### src/rtl/serial_subtractor.sv
// serial_subtractor: bit-serial in_1 - in_2 - bin, LSB first, one full-subtractor cell plus a borrow flop
module serial_subtractor #(
    parameter int WIDTH = 8
) (
    input  logic             sys_clk,
    input  logic             sys_rst_n,
    input  logic             start,
    input  logic [WIDTH-1:0] in_1,
    input  logic [WIDTH-1:0] in_2,
    input  logic             bin,
    output logic             busy,
    output logic             done,
    output logic [WIDTH-1:0] diff,
    output logic             bout
);
    localparam int CW = $clog2(WIDTH);
    localparam logic [CW-1:0] LAST = CW'(WIDTH - 1);
    typedef enum logic [1:0] {IDLE, SHIFT, DONE} state_t;
    state_t           r_state;
    logic [WIDTH-1:0] r_a_sr, r_b_sr, r_d_sr, r_diff;
    logic [CW-1:0]    r_cnt;
    logic             r_br, r_busy, r_done, r_bout;
    logic             w_a0, w_b0, w_d, w_bnext, w_last;
    logic [WIDTH-1:0] w_d_next;
    assign w_a0     = r_a_sr[0];
    assign w_b0     = r_b_sr[0];
    assign w_d      = w_a0 ^ w_b0 ^ r_br;
    assign w_bnext  = (~w_a0 & w_b0) | (~(w_a0 ^ w_b0) & r_br);
    assign w_d_next = {w_d, r_d_sr[WIDTH-1:1]};
    assign w_last   = r_cnt == LAST;
    always_ff @(posedge sys_clk or negedge sys_rst_n) begin
        if (!sys_rst_n) begin
            r_state <= IDLE;
            r_busy  <= 1'b0;
            r_done  <= 1'b0;
            r_diff  <= '0;
            r_bout  <= 1'b0;
            r_cnt   <= '0;
            r_br    <= 1'b0;
            r_a_sr  <= '0;
            r_b_sr  <= '0;
            r_d_sr  <= '0;
        end else begin
            case (r_state)
                IDLE: if (start) begin
                    r_state <= SHIFT;
                    r_busy  <= 1'b1;
                    r_a_sr  <= in_1;
                    r_b_sr  <= in_2;
                    r_br    <= bin;
                    r_cnt   <= '0;
                    r_d_sr  <= '0;
                end
                SHIFT: begin
                    r_br   <= w_bnext;
                    r_d_sr <= w_d_next;
                    r_a_sr <= r_a_sr >> 1;
                    r_b_sr <= r_b_sr >> 1;
                    r_cnt  <= r_cnt + 1'b1;
                    // final bit: publish the result on the same edge the last bit is formed
                    if (w_last) begin
                        r_state <= DONE;
                        r_diff  <= w_d_next;
                        r_bout  <= w_bnext;
                        r_done  <= 1'b1;
                    end
                end
                DONE: begin
                    r_state <= IDLE;
                    r_done  <= 1'b0;
                    r_busy  <= 1'b0;
                end
                default: r_state <= IDLE;
            endcase
        end
    end
    assign busy = r_busy;
    assign done = r_done;
    assign diff = r_diff;
    assign bout = r_bout;
endmodule

### config.mk
export PLATFORM = sky130hd
export DESIGN_NAME = serial_subtractor
export DESIGN_NICKNAME = d
export VERILOG_FILES = /design/src/rtl/serial_subtractor.sv
export SDC_FILE = /design/constraint.sdc
export NUM_CORES = 1
export LEC_CHECK = 0
export BUFFER_PORTS_ARGS = -buffer_cell sky130_fd_sc_hd__buf_4
export CORE_MARGIN = 1
export CORE_UTILIZATION = 49
export CTS_BUF_LIST = sky130_fd_sc_hd__clkbuf_16
export DETAILED_ROUTE_END_ITERATION = 12
export PLACE_DENSITY = 0.73
export SYNTH_ARGS = -nofsm -noshare
export SYNTH_HDL_FRONTEND = slang
export SYNTH_SLANG_ARGS = --single-unit
### constraint.sdc
create_clock -name sys_clk -period 1.55 [get_ports sys_clk]
set_clock_uncertainty 0.2 [all_clocks]
set_input_delay 0.0775 -clock sys_clk [delete_from_list [all_inputs] [get_ports sys_clk]]
set_output_delay 0.0775 -clock sys_clk [all_outputs]
set_load 0.05 [all_outputs]
Word level (Yosys, flattened, before mapping)
Index checks and enable logic that the tools add are counted.
{"block": "totals", "reg_bits": 41, "latch_bits": 0, "ramBits": 0, "romBits": 0, "input_bits": 20, "elab_cells": 49, "memories": 0}
{"block": "classes", "addsub": 1, "n_mul": 0, "div": 0, "n_lt_le_gt_ge": 0, "eq_ne": 5, "shift": 0, "muxes": 17, "bitwise": 7, "n_reduce_logical": 9}
{"op": "$pmux W8 S2", "count": 3}
{"op": "$mux W8", "count": 3}
{"op": "$reduce_and A2 Y1", "count": 5}
{"op": "$pmux W1 S2", "count": 3}
{"op": "$pmux W3 S2", "count": 1}
{"op": "$reduce_bool A2 Y1", "count": 3}
{"op": "$mux W2", "count": 2}
{"op": "$ne A2 B2 Y1 const B", "count": 2}
{"op": "$pmux W2 S2", "count": 1}
{"op": "$add A3 B1 Y3 const B", "count": 1}
{"op": "$eq A3 B3 Y1 const B", "count": 1}
{"op": "$mux W1", "count": 3}
{"op": "$mux W3", "count": 1}
{"op": "$and A1 B1 Y1", "count": 2}
{"op": "$eq A2 B1 Y1 const B", "count": 1}
{"op": "$eq A2 B2 Y1 const B", "count": 1}
{"op": "$logic_not A2 Y1", "count": 1}
{"op": "$not A1 Y1", "count": 2}
{"op": "$xor A1 B1 Y1", "count": 2}
{"op": "$or A1 B1 Y1", "count": 1}

Depth between registers and ports, before layout
{"block": "depth", "word_depth": 5, "ltp_mapped": 5}

Worst setup path before layout
No wires, ideal clock.
{"block": "synth_path", "path_type": "reg-to-reg", "from": "reg r_cnt[0]", "to": "reg r_diff[0] (netlist: diff[0])", "t_arrival_ns": 1.365, "slack_ns": -0.142, "path_stages_with_launch": 6, "path_buffers": 1, "cell_sequence": "dfrtp_1 ha_1 ha_1 nand3b_1 buf_2 mux2_1"}
{"block": "synth_between", "elab_chain_len": 2}
{"element": "from (decl)", "line_no": "21", "rtl": "logic [CW-1:0] r_cnt;"}
{"element": "from (signal assigned)", "line_no": "59", "rtl": "r_cnt <= r_cnt + 1'b1;"}
{"element": "$eq A3 B3 Y1", "line_no": "30", "rtl": "assign w_last = r_cnt == LAST;"}
{"element": "$reduce_and A2 Y1 (no source line)"}
{"element": "to (signal assigned)", "line_no": "63", "rtl": "r_diff <= w_d_next;"}
{"element": "to (decl)", "line_no": "20", "rtl": "logic [WIDTH-1:0] r_a_sr, r_b_sr, r_d_sr, r_diff;"}
Every way passes these cells.
A chain may end at the register's enable or synchronous reset.

Worst setup path after layout
{"block": "layout_path", "from": "reg r_cnt[1]", "to": "reg r_diff[5] (netlist: diff[5])"}
Same word-level chain as after synthesis.

==> out/metrics.csv <==
stage;metric;value;unit
logic_synthesis;post_synth.cell_area_avg;13.0;sq um
status;status;finished, violations left;
placement;port_buffers;30;
routing;drt_wl_total;4430;microns
grt;antenna_found_initial;0;
sta;drv_slew;0;
sta;slew_headroom;66.8;%
final_layout;layout.nets;216;
logic_synthesis;synthTopCellsByCount;dfrtp_1, inv_1, a22o_1;
clock_tree;numCtsBuffers;5;
final_layout;syn_to_final_growth;48.8;%
logic_synthesis;synth_largest_area_cell;dfrtp_1;
clock_tree;h-tree-depth;2;
placement;postPlaceCellArea;2100;sq um
routing;post_drt_wl_per_cell;18.5;microns
grt;overflow;0;
placement;gp_congestion;0.678;
grt;grt_max_degree;41;
logic_synthesis;async_flop_share;100;%
setup_path;crit_fanout;9;
sta;min_period;1650;ps
floorplan;ios;31;
routing;viasPerCell;5.77;
power;power;5.36;mW
grt;grt_usage;21.4;%
setup_path;worst-setup-path-type;reg -> reg;
floorplan;chipHeight;62.4;microns
clock_tree;cts_buffer_depth;2;
logic_synthesis;netlist-cell-type-count;28;
placement;hpwl;2280;microns
final_layout;finalInstanceArea;2660;sq um
final_layout;drive_gt1_share;44.8;%
placement;placed_cells;207;
logic_synthesis;synth_cells;137;
sta;clock.fmax;605;MHz
logic_synthesis;ys_top_cells_by_area;dfrtp_1, mux2_1, a22o_1;
clock_tree;clock-root-buffer;clkbuf_16;
setup_path;end_kind;register;
sta;timing.setup.tns;-836;ps
floorplan;core-area;3420;sq um
run;cap_violations;0;
routing;firstDrtPassIters;4;
final_layout;instances_no_fill;240;
min_path;hold_path_class;in -> reg;
grt;grt_pass1_wl;6330;microns
sta;post-route-period-util;107;%
placement;post-place-ws;-297;ps
sta;worstMarginPinSlew;499;ps
logic_synthesis;yosysWarnings;0;
floorplan;start_util;52.3;%
sta;timing.hold.ws;-19.7;ps
clock_tree;insertion_delay;280;ps
setup_path;cp_data_arrival_time;1610;ps
logic_synthesis;ys_ff_latch;40;
logic_synthesis;synth_edf_count;0;
clock_tree;cts_tree;done;
setup_path;worstPathRequired;1510;ps
power;leakage;1.23;nW
floorplan;row_count;21;
clock_tree;cts.sinks;40;
logic_synthesis;ys_seq_area_share;56.1;%
power;power_density;2020;nW/um^2
final_layout;n_antenna_cell;0;
final_layout;utilization;77.8;%
status;violations;hold timing, setup timing;
logic_synthesis;syn_nets;160;
routing;ant_nets;0;
logic_synthesis;synth_most_common_cell;dfrtp_1;
grt;grt_pass1_vias;1310;
setup_path;startpoint_type;register;
logic_synthesis;synth_top_flop_cell;dfrtp_1;
sta;final.setup.worst_slack;-102;ps
routing;dr.first_iter.drc_count;74;
sta;hold_violations;1;
routing;vias;1385;
floorplan;die_w;62.4;microns
clock_tree;clkTransAtPathRegs;60;ps
power;ir_worst_vdd;0.911;mV
logic_synthesis;netlist_area;1790;sq um
sta;setup-violations-final;13;
floorplan;dieArea;3890;sq um
sta;rsz0062_at_grt;yes;
routing;drc_errors;0;
logic_synthesis;synth.top_cell.area_share;56.1;%
[metal layers]
layer  wire [microns]  GRT usage, %  up-vias  part of all wire (%)
met5                0             0        -                     0
met1             1810          27.2      700                    41
met2             2300          35.6       54                    52
li1                 -             -      624                     -
met3              261          6.07        7                   5.9
met4               62          6.10        0                   1.4
[sequential cells by signal, indices dropped and copies added, names as in the netlist]
name     count
r_state      2
r_a_sr       8
r_d_sr       7
r_br         1
r_cnt        3
bout         1
diff         8
r_b_sr       8
done         1
busy         1
[timing repair]
item                       4_1_cts  5_1_grt
gates cloned                     0        3
pin swaps                        0        6
setup endpoints to repair       33       33
buffers inserted                 0        6
hold endpoints to repair        55        0
resized for setup                4       19
hold buffers                    16        0
[critical path, stage by stage, from the launching register on]
cell	delay [ps]
dfrtp_1	390
ha_2	200
ha_4	150
nand3b_1	120
buf_12	150
mux2_4	310
[cells in the final DEF (no fill, tap or decap)]
cell and count:
fa_1 1, mux2_4 8, mux2i_1 2, dlygate4sd3_1 16, or4b_1 5, o221a_1 1
clkinv_2 1, a221oi_1 7, o221a_4 1, buf_12 3, a221oi_2 1, ha_2 1
o221ai_1 2, nor4b_2 7, or2_1 1, bufinv_16 1, dfrtp_1 38, a21oi_1 1
nand2b_2 1, nor2b_1 2, a22o_1 9, clkbuf_16 8, a2bb2oi_1 1, nand2_1 3
ha_4 1, clkinvlp_4 1, inv_1 13, nand3b_1 3, nor4b_1 1, dfrtp_2 2
o21ai_0 1, buf_4 40, nor2b_4 1, or4b_4 2, o221a_2 5, o21bai_4 1
o21ba_2 2
[cell families after synthesis]
kind of cell / after synthesis / share of synthesized area, %
AOI/OAI and AO/OA: 32 / 16.9
adders and majority gates: 3 / 2.52
buffers and inverters: 26 / 6.87
DFF: 40 / 56.1
muxes: 10 / 6.17
and+or+nand+nor: 26 / 11.5
[report_power, final]
group,leakage [nW],internal [mW],switching (mW)
sequential,0.484,1.51,0.306
clock,0.0798,0.755,0.397
combinational,0.670,1.19,1.21
total,1.23,3.45,1.91
[path summary, 6_finish.rpt]
kind / to / slack [ps] / start / cells after the start
setup / recovery: diff[5] / -100 / r_cnt[1] / 5
hold reg to reg: r_b_sr[7] / 300 / r_b_sr[7] / 2
hold / removal: r_b_sr[5] / -20 / in_2[5] / 3
min in group asynchronous: r_a_sr[2] / 110 / sys_rst_n / 2
max in group asynchronous: r_state[0] / 670 / sys_rst_n / 2
setup reg to reg: diff[5] / -100 / r_cnt[1] / 5
[area by class of cell]
cell class,count,area [sq um]
flip-flops and latches,40,1000
inverters,13,48.8
clock inverters,3,42.5
repair buffers,62,596
fillers,215,758
multi-input cells,71,785
clock buffers,5,125
well taps,46,57.6
(Power assumes the default switching activity.)
